`config.mk`:
```
export PLATFORM = sky130hd
export DESIGN_NAME = bla_sub16_pipe
export DESIGN_NICKNAME = d
export VERILOG_FILES = /design/src/rtl/bla_pkg.sv /design/src/rtl/bla4_slice.sv /design/src/rtl/bla_sub16_pipe.sv
export SDC_FILE = /design/constraint.sdc
export NUM_CORES = 1
export LEC_CHECK = 0
export CORE_MARGIN = 2
export CORE_UTILIZATION = 30
export DETAILED_ROUTE_END_ITERATION = 8
export PLACE_DENSITY = 0.45
export REMOVE_ABC_BUFFERS = 1
export SLEW_MARGIN = 15
export SYNTH_ARGS = -nofsm -noshare
export SYNTH_HDL_FRONTEND = slang
export SYNTH_SLANG_ARGS = --single-unit
```
`constraint.sdc`:
```
create_clock -name clk -period 3.04 [get_ports clk]
set_input_delay 0.456 -clock clk [delete_from_list [all_inputs] [get_ports clk]]
set_output_delay 0.456 -clock clk [all_outputs]
set_load 0.1 [all_outputs]
```
`src/rtl/bla_pkg.sv`:
```
// Shared constants and stage-register record for the pipelined 16-bit
// borrow-lookahead subtractor.
package bla_pkg;

  localparam int unsigned WIDTH   = 16;
  localparam int unsigned SLICE   = 4;
  localparam int unsigned NSTAGES = 4;

  // a_rem/b_rem are shifted right one slice per stage so the next slice is
  // always at bits [SLICE-1:0]; diff fills from the top and lands aligned
  // after the last stage.
  typedef struct packed {
    logic             valid;
    logic [WIDTH-1:0] a_rem;
    logic [WIDTH-1:0] b_rem;
    logic [WIDTH-1:0] diff;
    logic             borrow;
    logic             a_msb;
    logic             b_msb;
  } stage_t;

endpackage

```
`src/rtl/bla4_slice.sv`:
```
// 4-bit subtract slice with full borrow lookahead (no ripple chain).
module bla4_slice
  import bla_pkg::*;
(
  input  logic [SLICE-1:0] a4,
  input  logic [SLICE-1:0] b4,
  input  logic             bin,
  output logic [SLICE-1:0] d4,
  output logic             bout
);

  logic [SLICE-1:0] g;
  logic [SLICE-1:0] p;
  logic [SLICE:0]   br;

  // Borrow generate when a=0,b=1; propagate when a==b.
  always_comb begin
    g     = ~a4 & b4;
    p     = ~(a4 ^ b4);
    br[0] = bin;
    br[1] = g[0] | (p[0] & bin);
    br[2] = g[1] | (p[1] & g[0]) | (p[1] & p[0] & bin);
    br[3] = g[2] | (p[2] & g[1]) | (p[2] & p[1] & g[0])
          | (p[2] & p[1] & p[0] & bin);
    br[4] = g[3] | (p[3] & g[2]) | (p[3] & p[2] & g[1])
          | (p[3] & p[2] & p[1] & g[0]) | (p[3] & p[2] & p[1] & p[0] & bin);
    d4    = a4 ^ b4 ^ br[SLICE-1:0];
    bout  = br[SLICE];
  end

endmodule

```
`src/rtl/bla_sub16_pipe.sv`:
```
// Four-stage pipelined 16-bit subtractor (a - b - bin), one 4-bit lookahead
// slice per stage, valid/ready handshake with global stall.
module bla_sub16_pipe
  import bla_pkg::*;
(
  input  logic             clk,
  input  logic             rst_n,
  input  logic             in_valid,
  output logic             in_ready,
  input  logic [WIDTH-1:0] a,
  input  logic [WIDTH-1:0] b,
  input  logic             bin,
  output logic             out_valid,
  input  logic             out_ready,
  output logic [WIDTH-1:0] diff,
  output logic             bout,
  output logic             ovf
);

  stage_t           st   [NSTAGES];
  stage_t           src  [NSTAGES];
  stage_t           nxt  [NSTAGES];
  logic [SLICE-1:0] a4_s [NSTAGES];
  logic [SLICE-1:0] b4_s [NSTAGES];
  logic [SLICE-1:0] d4_s [NSTAGES];
  logic             bin_s  [NSTAGES];
  logic             bout_s [NSTAGES];
  logic             advance;

  // Whole pipe moves together; it only holds when the result is blocked.
  assign advance  = out_ready | ~st[NSTAGES-1].valid;
  assign in_ready = advance;

  always_comb begin
    src[0].valid  = in_valid;
    src[0].a_rem  = a;
    src[0].b_rem  = b;
    src[0].diff   = '0;
    src[0].borrow = bin;
    src[0].a_msb  = a[WIDTH-1];
    src[0].b_msb  = b[WIDTH-1];
    for (int k = 1; k < int'(NSTAGES); k++) begin
      src[k] = st[k-1];
    end
    for (int k = 0; k < int'(NSTAGES); k++) begin
      a4_s[k]  = src[k].a_rem[SLICE-1:0];
      b4_s[k]  = src[k].b_rem[SLICE-1:0];
      bin_s[k] = src[k].borrow;
    end
  end

  for (genvar k = 0; k < int'(NSTAGES); k++) begin : g_slice
    bla4_slice u_slice (
      .a4   (a4_s[k]),
      .b4   (b4_s[k]),
      .bin  (bin_s[k]),
      .d4   (d4_s[k]),
      .bout (bout_s[k])
    );
  end

  always_comb begin
    for (int k = 0; k < int'(NSTAGES); k++) begin
      nxt[k]        = src[k];
      nxt[k].a_rem  = src[k].a_rem >> SLICE;
      nxt[k].b_rem  = src[k].b_rem >> SLICE;
      nxt[k].diff   = {d4_s[k], src[k].diff[WIDTH-1:SLICE]};
      nxt[k].borrow = bout_s[k];
    end
  end

  always_ff @(posedge clk or negedge rst_n) begin
    if (!rst_n) begin
      for (int k = 0; k < int'(NSTAGES); k++) begin
        st[k] <= '0;
      end
    end else if (advance) begin
      for (int k = 0; k < int'(NSTAGES); k++) begin
        st[k] <= nxt[k];
      end
    end
  end

  assign out_valid = st[NSTAGES-1].valid;
  assign diff      = st[NSTAGES-1].diff;
  assign bout      = st[NSTAGES-1].borrow;
  assign ovf       = (st[NSTAGES-1].a_msb ^ st[NSTAGES-1].b_msb)
                   & (st[NSTAGES-1].diff[WIDTH-1] ^ st[NSTAGES-1].a_msb);

endmodule

```
### Word level (Yosys, flattened, before mapping)

Index checks and enable logic that the tools add are counted.

| storage, ports and cells | value |
|---|---|
| bits in registers | 104 |
| input port bits | 37 |
| output and inout bits | 20 |
| word-level logic and storage cells | 155 |

| cells by class | value |
|---|---|
| bitwise logic cells | 129 |

Operator list:

| kind | number |
|---|---|
| 1-bit AND | 65 |
| 1-bit OR | 41 |
| 4-bit inverter | 8 |
| 4-bit XOR | 8 |
| 4-bit AND | 4 |
| 1-bit XOR | 2 |
| 1-bit inverter | 1 |

### Logic depth before layout (Yosys ltp)

Gate-level depths: netlist (run 1).

| depth | value |
|---|---|
| depth after elaboration | 7 |
| depth in mapped cells | 6 |
| depth with buffers taken out | 6 |

### Cells and area by module

A second synthesis (run 1) with hierarchy kept.

| second synthesis, totals | value |
|---|---|
| cells, all modules | 335 |
| area total of the unflattened synthesis | 4600.7 µm² |

By module, submodules not included:

| module | instances | cells an instance | area each (µm²) | sequential area each (µm²) |
|---|---|---|---|---|
| bla_sub16_pipe | 1 | 227 | 3807.4 | 2452.4 |
| bla4_slice (g_slice[0].u_slice ...) | 2 | 27 | 200.2 | 0.0 |
| bla4_slice (g_slice[2].u_slice ...) | 2 | 27 | 196.4 | 0.0 |

### Worst setup path before layout (run 1)

Ideal clock, no wire load.

| path | value |
|---|---|
| kind | flip-flop to output port |
| from | register st (netlist bit diff[15]) |
| to | output port ovf |
| arrival | 2619 ps |
| required time | 2584 ps |
| path slack | -35 ps |
| stages on the path, launching flop included | 3 |
| buffers on the path | 0 |
| cell sequence | dfrtp_1 -> nand2b_1 -> o21ai_0 |

| between the ends | value |
|---|---|
| longest elaborated chain between the ends | 2 |

RTL lines:

| what | RTL line | RTL |
|---|---|---|
| start: declaration | bla_sub16_pipe.sv:20 | `stage_t st [NSTAGES];` |
| start signal: indexed assignment | bla_sub16_pipe.sv:79 | `st[k] <= nxt[k];` |
| 1-bit XOR | bla_sub16_pipe.sv:88 | `& (st[NSTAGES-1].diff[WIDTH-1] ^ st[NSTAGES-1].a_msb);` |
| 1-bit AND | bla_sub16_pipe.sv:88 |  |
| end: declaration | bla_sub16_pipe.sv:17 | `output logic ovf` |

No other way between the ends.

### Worst setup path in the final report (run 1)

| path | value |
|---|---|
| from | input port out_ready |
| to | output port in_ready |

| between the ends | value |
|---|---|
| longest elaborated chain between the ends | 1 |

RTL lines:

| what | RTL line | RTL |
|---|---|---|
| start: declaration | bla_sub16_pipe.sv:14 | `input logic out_ready,` |
| 1-bit OR | bla_sub16_pipe.sv:31 | `assign advance = out_ready \| ~st[NSTAGES-1].valid;` |
| end: declaration | bla_sub16_pipe.sv:9 | `output logic in_ready,` |

No other way between the ends.

==> flow_summary.ini, run 1 <==
[timing]
slew_violations = 0
rsz0062_at_grt = no
timing.hold.ws_ns = 0.153
setup_violations = 0
period_needed_ns = 2.02
fin_ws_ns = 1.02
tightest_slew_ns = 0.682
clock.fmax_mhz = 495
hold_viol_final = 0
slew_headroom = 0.546
final.setup_skew_ns = 0.00890
finalCritPeriodShare = 0.665

[synth]
synth_top_flop_cell = dfrtp_1
synth_edf_count = 0
ys_top_cells_by_area = dfrtp_1 (54%), mux2_4 (12%), mux2_2 (7.7%), ha_1 (5.5%), a21oi_1 (2.6%)
syn_area_per_cell_um2 = 13.2
synth_common_cells = dfrtp_1 (98), mux2_4 (35), mux2_2 (31)
async_flop_share = 1.00
yosysTopAreaCell = dfrtp_1
synth_area_mm2 = 0.00454
synth_top_area_frac = 0.540
netlist-cell-type-count = 22
synth_seq_cells = 98
syn-instance-count = 345
ys_seq_area_frac = 0.540
synth_most_common_cell = dfrtp_1
yosys_warnings = 0

[min_path]
hold_class = in2async

[clock_tree]
htreeDepth = 3
clk_latency_ns = 0.34
cts.clk_slew.worst_paths_ns = 0.07
cts_root_buf = clkbuf_16
cts_made_buffers = 9
post_cts_buffers = 0
cts_tree = yes
cts.sinks = 98
cts_resized = 0
hold_buffers = 0
cts_buffer_depth = 2

[detailed_routing]
vias = 2480
drt-pass1-iter-count = 4
wl_per_cell_um = 12.8
drc_errors = 0
routed_wl_mm = 7.33
viasPerCell = 4.32
drtIter0Drc = 120
ant_nets = 0

[global_route]
grt.overflow.total = 0
grt_pass1_wl_mm = 12.5
grt_max_degree = 53
grt_pass1_vias = 2612
antenna_found_initial = 0
track_usage = 0.0981

[layout]
multi_input_area_mm2 = 0.00177
diodes = 0
area.sequential_mm2 = 0.00245
nets = 448
area_growth_pct = 19.1
fill_cells = 1446
final_cell_area_mm2 = 0.00541
layout-drive-gt1-share = 0.274

[setup_path]
critPathCapture = in_ready
r2r_cells = 3
critPathRequiredTime_ns = 2.58
cp_cell_sequence = clkdlybuf4s50_1, nand2b_4, buf_12
crit_start = out_ready
worstPathMaxFanout = 26
critical_path_class = in2out
reg2reg_from = out_valid
endpoint_kind = output pin
r2r_slack_ns = 1.46
crit_arrival_ns = 1.56
max_stage_delay_ns = 0.45
rr_endpoint = nxt[142]
start_kind = input pin
crit_slowest_cell = clkdlybuf4s50_1

[power_and_ir_drop]
finalPower_mw = 6.29
powerDensity_mw_per_mm2 = 1160
power_leakage_nw = 2.49
vdd_ir_drop_max_mv = 0.380

[floorplanning]
rows = 44
die_w_um = 127
dieArea_mm2 = 0.0161
die_y_um = 127
initial_core_util = 0.310
core_area_mm2 = 0.0146
io_pins = 57

[placed_design]
place_area_mm2 = 0.00514
io_buffers = 56
place.gp.congestion = 0.693
dpl.hpwl_mm = 5.04
place_ws_ns = 0.883

[status]
outcome = completed

[flow_run]
maxCapViolations = 0
==> sequential cells by signal (all words and copies together), names as in the netlist <==
signal     flops
st             2
a4_s          11
bin_s          3
b4_s          11
bout           1
diff          16
nxt           53
out_valid      1
==> placed cells by master, fill, tap and decap left out, drive strengths merged <==
| cell type | n |
|---|---|
| a211oi | 4 |
| nor2 | 16 |
| nand2 | 15 |
| ha | 20 |
| buf | 26 |
| clkbuf | 10 |
| mux2 | 66 |
| xnor2 | 8 |
| xor2 | 4 |
| o21ai | 20 |
| clkdlybuf4s50 | 35 |
| clkinvlp | 4 |
| a21o | 4 |
| fa | 4 |
| o21bai | 4 |
| nand2b | 3 |
| inv | 24 |
| nand3b | 1 |
| a21oi | 24 |
| dfrtp | 98 |
==> per-stage QoR <==
| stage | utilization | std cells | TNS (ns) |
|---|---|---|---|
| final | 0.369 | 574 | 0 |
| after global routing | 0.369 | 574 | 0 |
| after CTS | 0.369 | 574 | 0 |
| after detailed placement | 0.351 | 560 | 0 |
| after global placement | 0.351 | 560 | 0 |
| after floorplan | - | 315 | -0.553 |
==> power breakdown <==
part           switching [mW]  total [mW]  internal, mW
clock                   0.479        1.05         0.568
sequential              0.326        2.20          1.88
combinational            1.80        3.04          1.24
total                    2.60        6.29          3.69
==> critical path, delay by kind of cell <==
family,cells,cell delay (ns)
buffers and inverters,2,0.68
and+or+nand+nor,1,0.40
==> cell type report <==
class                   count  share of cell area
inverters                  24              0.0167
multi-input cells         193               0.327
flip-flops and latches     98               0.453
clock buffers              10              0.0442
well taps                 184              0.0426
repair buffers             61               0.110
clock inverters             4             0.00555
==> routing by layer <==
metal	up-vias	part of all wire	track usage
li1	1220	-	-
met1	1210	0.46	0.118
met2	42	0.48	0.160
met3	8	0.047	0.0415
met4	0	0.013	0.0310
met5	-	0	0
==> logic make-up after synthesis <==
logic type      share of synthesized area
flops                               0.540
mux                                 0.193
compound gates                     0.0684
simple gates                       0.0331
buf+inv                            0.0697
fa+ha+maj                          0.0728
xor+xnor                           0.0232
==> worst min-delay path by stage <==
stage	to	slack, ns	depth (start not counted)
2_1_floorplan	a4_s[0]	0.16	0
3_3_place_gp	out_valid	0.44	1
3_5_place_dp	out_valid	0.45	1
4_1_cts	nxt[123]	0.17	1
5_1_grt	nxt[123]	0.20	1
6_report	nxt[123]	0.15	1
No activity file was read; power rests on OpenSTA's default activity.
==> run 2, diff against run 1 <==
PLACE_DENSITY = 0.47   (was 0.45)
clock period = 1.85 ns   (was 3.04 ns; I/O delays follow)
==> run 2 against run 1 <==
Against the previous run:
- the run now ends with hold timing left
- count of clock-buffer cells in the layout up 2
- cell area is 0.79% higher
- worst setup slack worse by 0.84 ns
- non-clock buffer count unchanged
- first-iteration DRC count decreased by 26%
- routed wire length shrank 5.1%
- hold slack lost 0.18 ns
- die area unchanged
- power increased by 66%
- core utilization grew 0.29 points
- global-route usage shrank 0.48 points
- highest routed layer unchanged
==> flow_summary.ini, run 2 (synthesis results as in run 1) <==
[setup_path]
cp_cell_sequence = nand2b_1, o21ai_0, buf_12
worstPathMaxFanout = 4
crit_arrival_ns = 1.39
cp_top_family = flip-flops
endpoint_kind = output pin
path_buf_inv = 1
start_kind = register
critical_path_class = reg2out
max_stage_delay_ns = 0.40
critPathRequiredTime_ns = 1.57
crit_slowest_cell = dfrtp_1

[clock_tree]
cts_resized = 0
cts.sinks = 98
post_cts_buffers = 0
cts_made_buffers = 9
htreeDepth = 3
cts_buffer_depth = 2
hold_buffers = 0
clk_latency_ns = 0.34
cts.clk_slew.worst_paths_ns = 0.06
cts_tree = yes
cts_root_buf = clkbuf_16

[detailed_routing]
ant_nets = 0
vias = 2513
viasPerCell = 4.37
drtIter0Drc = 89
wl_per_cell_um = 12.1
drt-pass1-iter-count = 6
drt-met1-wl_mm = 3.21
top_layer = met4
routed_wl_mm = 6.96
routed-wl-met3_um = 419
wl_met2_mm = 3.19
drc_errors = 0

[timing]
tightest_slew_ns = 0.526
final.setup_skew_ns = 0.00401
timing.hold.ws_ns = -0.0278
finalCritPeriodShare = 0.903
slew_violations = 0
hold_viol_final = 9
setup_violations = 0
period_needed_ns = 1.67
rsz0062_at_grt = no
clock.fmax_mhz = 599
slew_headroom = 0.650

[layout]
nets = 448
area_growth_pct = 20.1
final_cell_area_mm2 = 0.00545
layout-drive-gt1-share = 0.271
largest_reg_flops = 53
final_cell_mix = dfrtp_1 (98), mux2_4 (35), clkdlybuf4s50_1 (35)
final_cells = 575
diodes = 0
utilization = 0.372
fill_cells = 1453
final_common_cell = dfrtp_1

[power_and_ir_drop]
vdd_ir_drop_max_mv = 0.805
power_leakage_nw = 2.52
powerDensity_mw_per_mm2 = 1920

[placed_design]
place_inst = 560
place_area_mm2 = 0.00516
dpl.hpwl_mm = 4.55
place.gp.congestion = 0.708
io_buffers = 56

[floorplanning]
io_pins = 57
die_y_um = 127
rows = 44
initial_core_util = 0.310
die_w_um = 127
core_area_mm2 = 0.0146
dieArea_mm2 = 0.0161

[global_route]
track_usage = 0.0933
grt.overflow.total = 0
antenna_found_initial = 1
grt_pass1_wl_mm = 11.8
grt_max_degree = 99
grt_pass1_vias = 2544

[min_path]
hold_class = in2async

[status]
violations = hold timing
outcome = finished, violations left

[flow_run]
maxCapViolations = 0
run 2: cell count changes in the layout (fill, tap and decap cells not counted):
cell	previous run	this run
clkinvlp_4	4	0
buf_12	4	6
clkbuf_1	0	2
clkinv_2	0	2
buf_4	22	20
bufinv_16	0	1
run 2: routing by layer:
layer  vias up  global-route usage
met5         -                   0
met4         0              0.0446
met3        13              0.0369
met2        47               0.147
met1      1226               0.112
li1       1227                   -
run 2: layout make-up:
| type | count | area (um2) | area share |
|---|---|---|---|
| clock buffers | 12 | 246 | 0.0452 |
| clock inverters | 3 | 40.0 | 0.00735 |
| inverters | 24 | 90.1 | 0.0165 |
| multi-input cells | 193 | 1770 | 0.325 |
| flip-flops and latches | 98 | 2450 | 0.450 |
| well taps | 184 | 230 | 0.0422 |
| repair buffers | 61 | 621 | 0.114 |
run 2: stage by stage:
stage / setup TNS [ns] / worst slack, ns / hold slack, ns / power (mW)
3_5_place_dp: -0.121 / -0.0641 / 0.387 / 8.75
3_3_place_gp: -0.0161 / -0.0108 / 0.382 / 8.67
5_1_grt: 0 / 0.0390 / 0.0403 / 11.2
4_1_cts: 0 / 0.148 / 0.00664 / 10.7
6_report: 0 / 0.180 / -0.0278 / 10.5
2_1_floorplan: -78.10 / -1.56 / -0.0181 / 7.62
run 2: power by group:
| group | switching [mW] | internal, mW | total, mW | leakage (nW) |
|---|---|---|---|---|
| sequential | 0.516 | 3.09 | 3.60 | 1.14 |
| clock | 0.752 | 1.07 | 1.83 | 0.142 |
| combinational | 2.95 | 2.08 | 5.04 | 1.24 |
run 2: final timing paths:
| path | from | end | slack [ns] | cells after the start |
|---|---|---|---|---|
| max in group asynchronous | rst_n | b4_s[6] | 1.47 | 2 |
| setup / recovery | diff[15] | ovf | 0.18 | 3 |
| hold reg to reg | nxt[51] | out_valid | 0.47 | 1 |
| hold / removal | rst_n | diff[5] | -0.03 | 2 |
| setup reg to reg | a4_s[4] | bin_s[0] | 0.28 | 6 |
| min in group clk | nxt[51] | out_valid | 0.47 | 1 |
run 2: worst register-to-register path: cells and delay by family, from the launching register on:
| kind | cells | cell delay [ns] |
|---|---|---|
| fa+ha+maj | 1 | 0.31 |
| flops | 1 | 0.37 |
| compound gates | 4 | 0.68 |
| buf+inv | 1 | 0.09 |
==> run 3, diff against run 2 <==
PLACE_DENSITY = 0.59   (was 0.47)
==> run 3 against run 2 <==
Against the previous run:
- the run still ends with hold timing left
- clock power up 4%
- final cell count increased by 0.52%
- global-route usage increased by 0.22 points
- clock skew increased by 0.0022 ns
- sequential share of layout area fell by 0.19 points
- routed wire length down 0.17%
- count of clock-buffer cells in the layout did not move
- register-to-register slack hardly changed
- first-iteration DRC count up 70%
- cell area grew 0.41%
- die area unchanged
- critical endpoint is now in_ready
- largest power group unchanged
==> flow_summary.ini, run 3 (synthesis results as in run 1) <==
[status]
outcome = finished, violations left
violations = hold timing

[clock_tree]
clk_latency_ns = 0.34
cts_resized = 0
post_cts_buffers = 0
cts_made_buffers = 9
hold_buffers = 0
cts.sinks = 98
cts_tree = yes
cts_buffer_depth = 2
cts.clk_slew.worst_paths_ns = 0.07
cts_root_buf = clkbuf_16
htreeDepth = 3

[power_and_ir_drop]
powerDensity_mw_per_mm2 = 1930
finalPower_mw = 10.5
p_switching_mw = 4.26
vdd_ir_drop_max_mv = 0.549
p_seq_frac = 0.342
cell_internal_pwr_mw = 6.28
swShare = 0.404
power_leakage_nw = 2.53
pwr-share-comb = 0.479
p_clk_frac = 0.180

[detailed_routing]
drc_errors = 0
wl_per_cell_um = 12.0
drtIter0Drc = 151
drt-pass1-iter-count = 4
vias = 2544
routed_wl_mm = 6.94
viasPerCell = 4.40
ant_nets = 0

[timing]
rsz0062_at_grt = no
slew_headroom = 0.643
final.setup_skew_ns = 0.00623
setup_violations = 0
timing.hold.ws_ns = -0.0319
period_needed_ns = 1.67
tightest_slew_ns = 0.535
hold_viol_final = 29
fin_ws_ns = 0.179
finalCritPeriodShare = 0.903
clock.fmax_mhz = 598
slew_violations = 0

[layout]
area_growth_pct = 20.6
fill_cells = 1450
final_cell_mix = dfrtp_1 (98), mux2_4 (35), clkdlybuf4s50_1 (35)
final_cell_area_mm2 = 0.00547
largest_reg_flops = 53
nets = 450
final_common_cell = dfrtp_1
layout-drive-gt1-share = 0.279
diodes = 0

[floorplanning]
rows = 44
dieArea_mm2 = 0.0161
die_y_um = 127
io_pins = 57
die_w_um = 127
core_area_mm2 = 0.0146
initial_core_util = 0.310

[setup_path]
critPathRequiredTime_ns = 1.57
worstPathMaxFanout = 48
reg2reg_from = a4_s[8]
crit_start = out_ready
r2r_cells = 6
critPathCapture = in_ready
r2r_slack_ns = 0.28
endpoint_kind = output pin
critical_path_class = in2out
rr_endpoint = bin_s[1]
start_kind = input pin
crit_arrival_ns = 1.39

[global_route]
antenna_found_initial = 0
grt_pass1_wl_mm = 12.2
grt_pass1_vias = 2621
grt.overflow.total = 0
track_usage = 0.0955
grt_max_degree = 99

[placed_design]
dpl.hpwl_mm = 4.60
place.gp.congestion = 0.712
place_area_mm2 = 0.00517
io_buffers = 56
place_ws_ns = -0.0685

[flow_run]
maxCapViolations = 0

[min_path]
hold_class = in2async
## run 3: cell count changes in the layout (fill, tap and decap cells not counted)
cell	change
clkbuf_8	+1
buf_4	+3
clkinvlp_4	+2
clkinv_2	-1
clkbuf_1	-1
buf_12	-1
## run 3: power by group through the flow
stage	combinational [mW]	sequential [mW]	clock, mW
finish	5.05	3.60	1.90
global route	5.45	3.75	2.06
CTS	5.12	3.62	1.99
detailed placement	5.10	3.65	0
global placement	5.03	3.63	0
floorplan	2.66	4.96	0
## run 3: critical path, cell delays in order
cell             delay, ns
clkdlybuf4s50_1       0.46
nand2b_4              0.16
buf_12                0.24
buf_12                0.21
## run 3: cell type report
cell class / count / area, um2 / area share
flip-flops and latches: 98 / 2450 / 0.448
inverters: 24 / 90.1 / 0.0165
well taps: 184 / 230 / 0.0421
clock buffers: 12 / 256 / 0.0469
repair buffers: 63 / 623 / 0.114
multi-input cells: 193 / 1770 / 0.324
clock inverters: 4 / 50.0 / 0.00914
## run 3: routing by layer
metal / up-vias / part of all wire / track usage
met3: 10 / 0.056 / 0.0436
met2: 40 / 0.47 / 0.157
met1: 1264 / 0.46 / 0.113
met4: 0 / 0.014 / 0.0291
li1: 1230 / - / -
met5: - / 0 / 0
## run 3: metrics by stage
step                cells   util  setup TNS (ns)
floorplan             315      -          -78.10
global placement      562  0.353               0
detailed placement    562  0.353          -0.125
CTS                   578  0.374               0
global route          578  0.374               0
finish                578  0.374               0
## run 3: how the worst min path moves through the flow
stage / slack [ns] / depth (start not counted) / end
floorplan: -0.02 / 0 / a4_s[0]
global placement: 0.38 / 2 / diff[8]
detailed placement: 0.38 / 2 / nxt[123]
CTS: 0.007 / 2 / nxt[123]
global route: 0.03 / 2 / nxt[123]
finish: -0.03 / 2 / nxt[123]
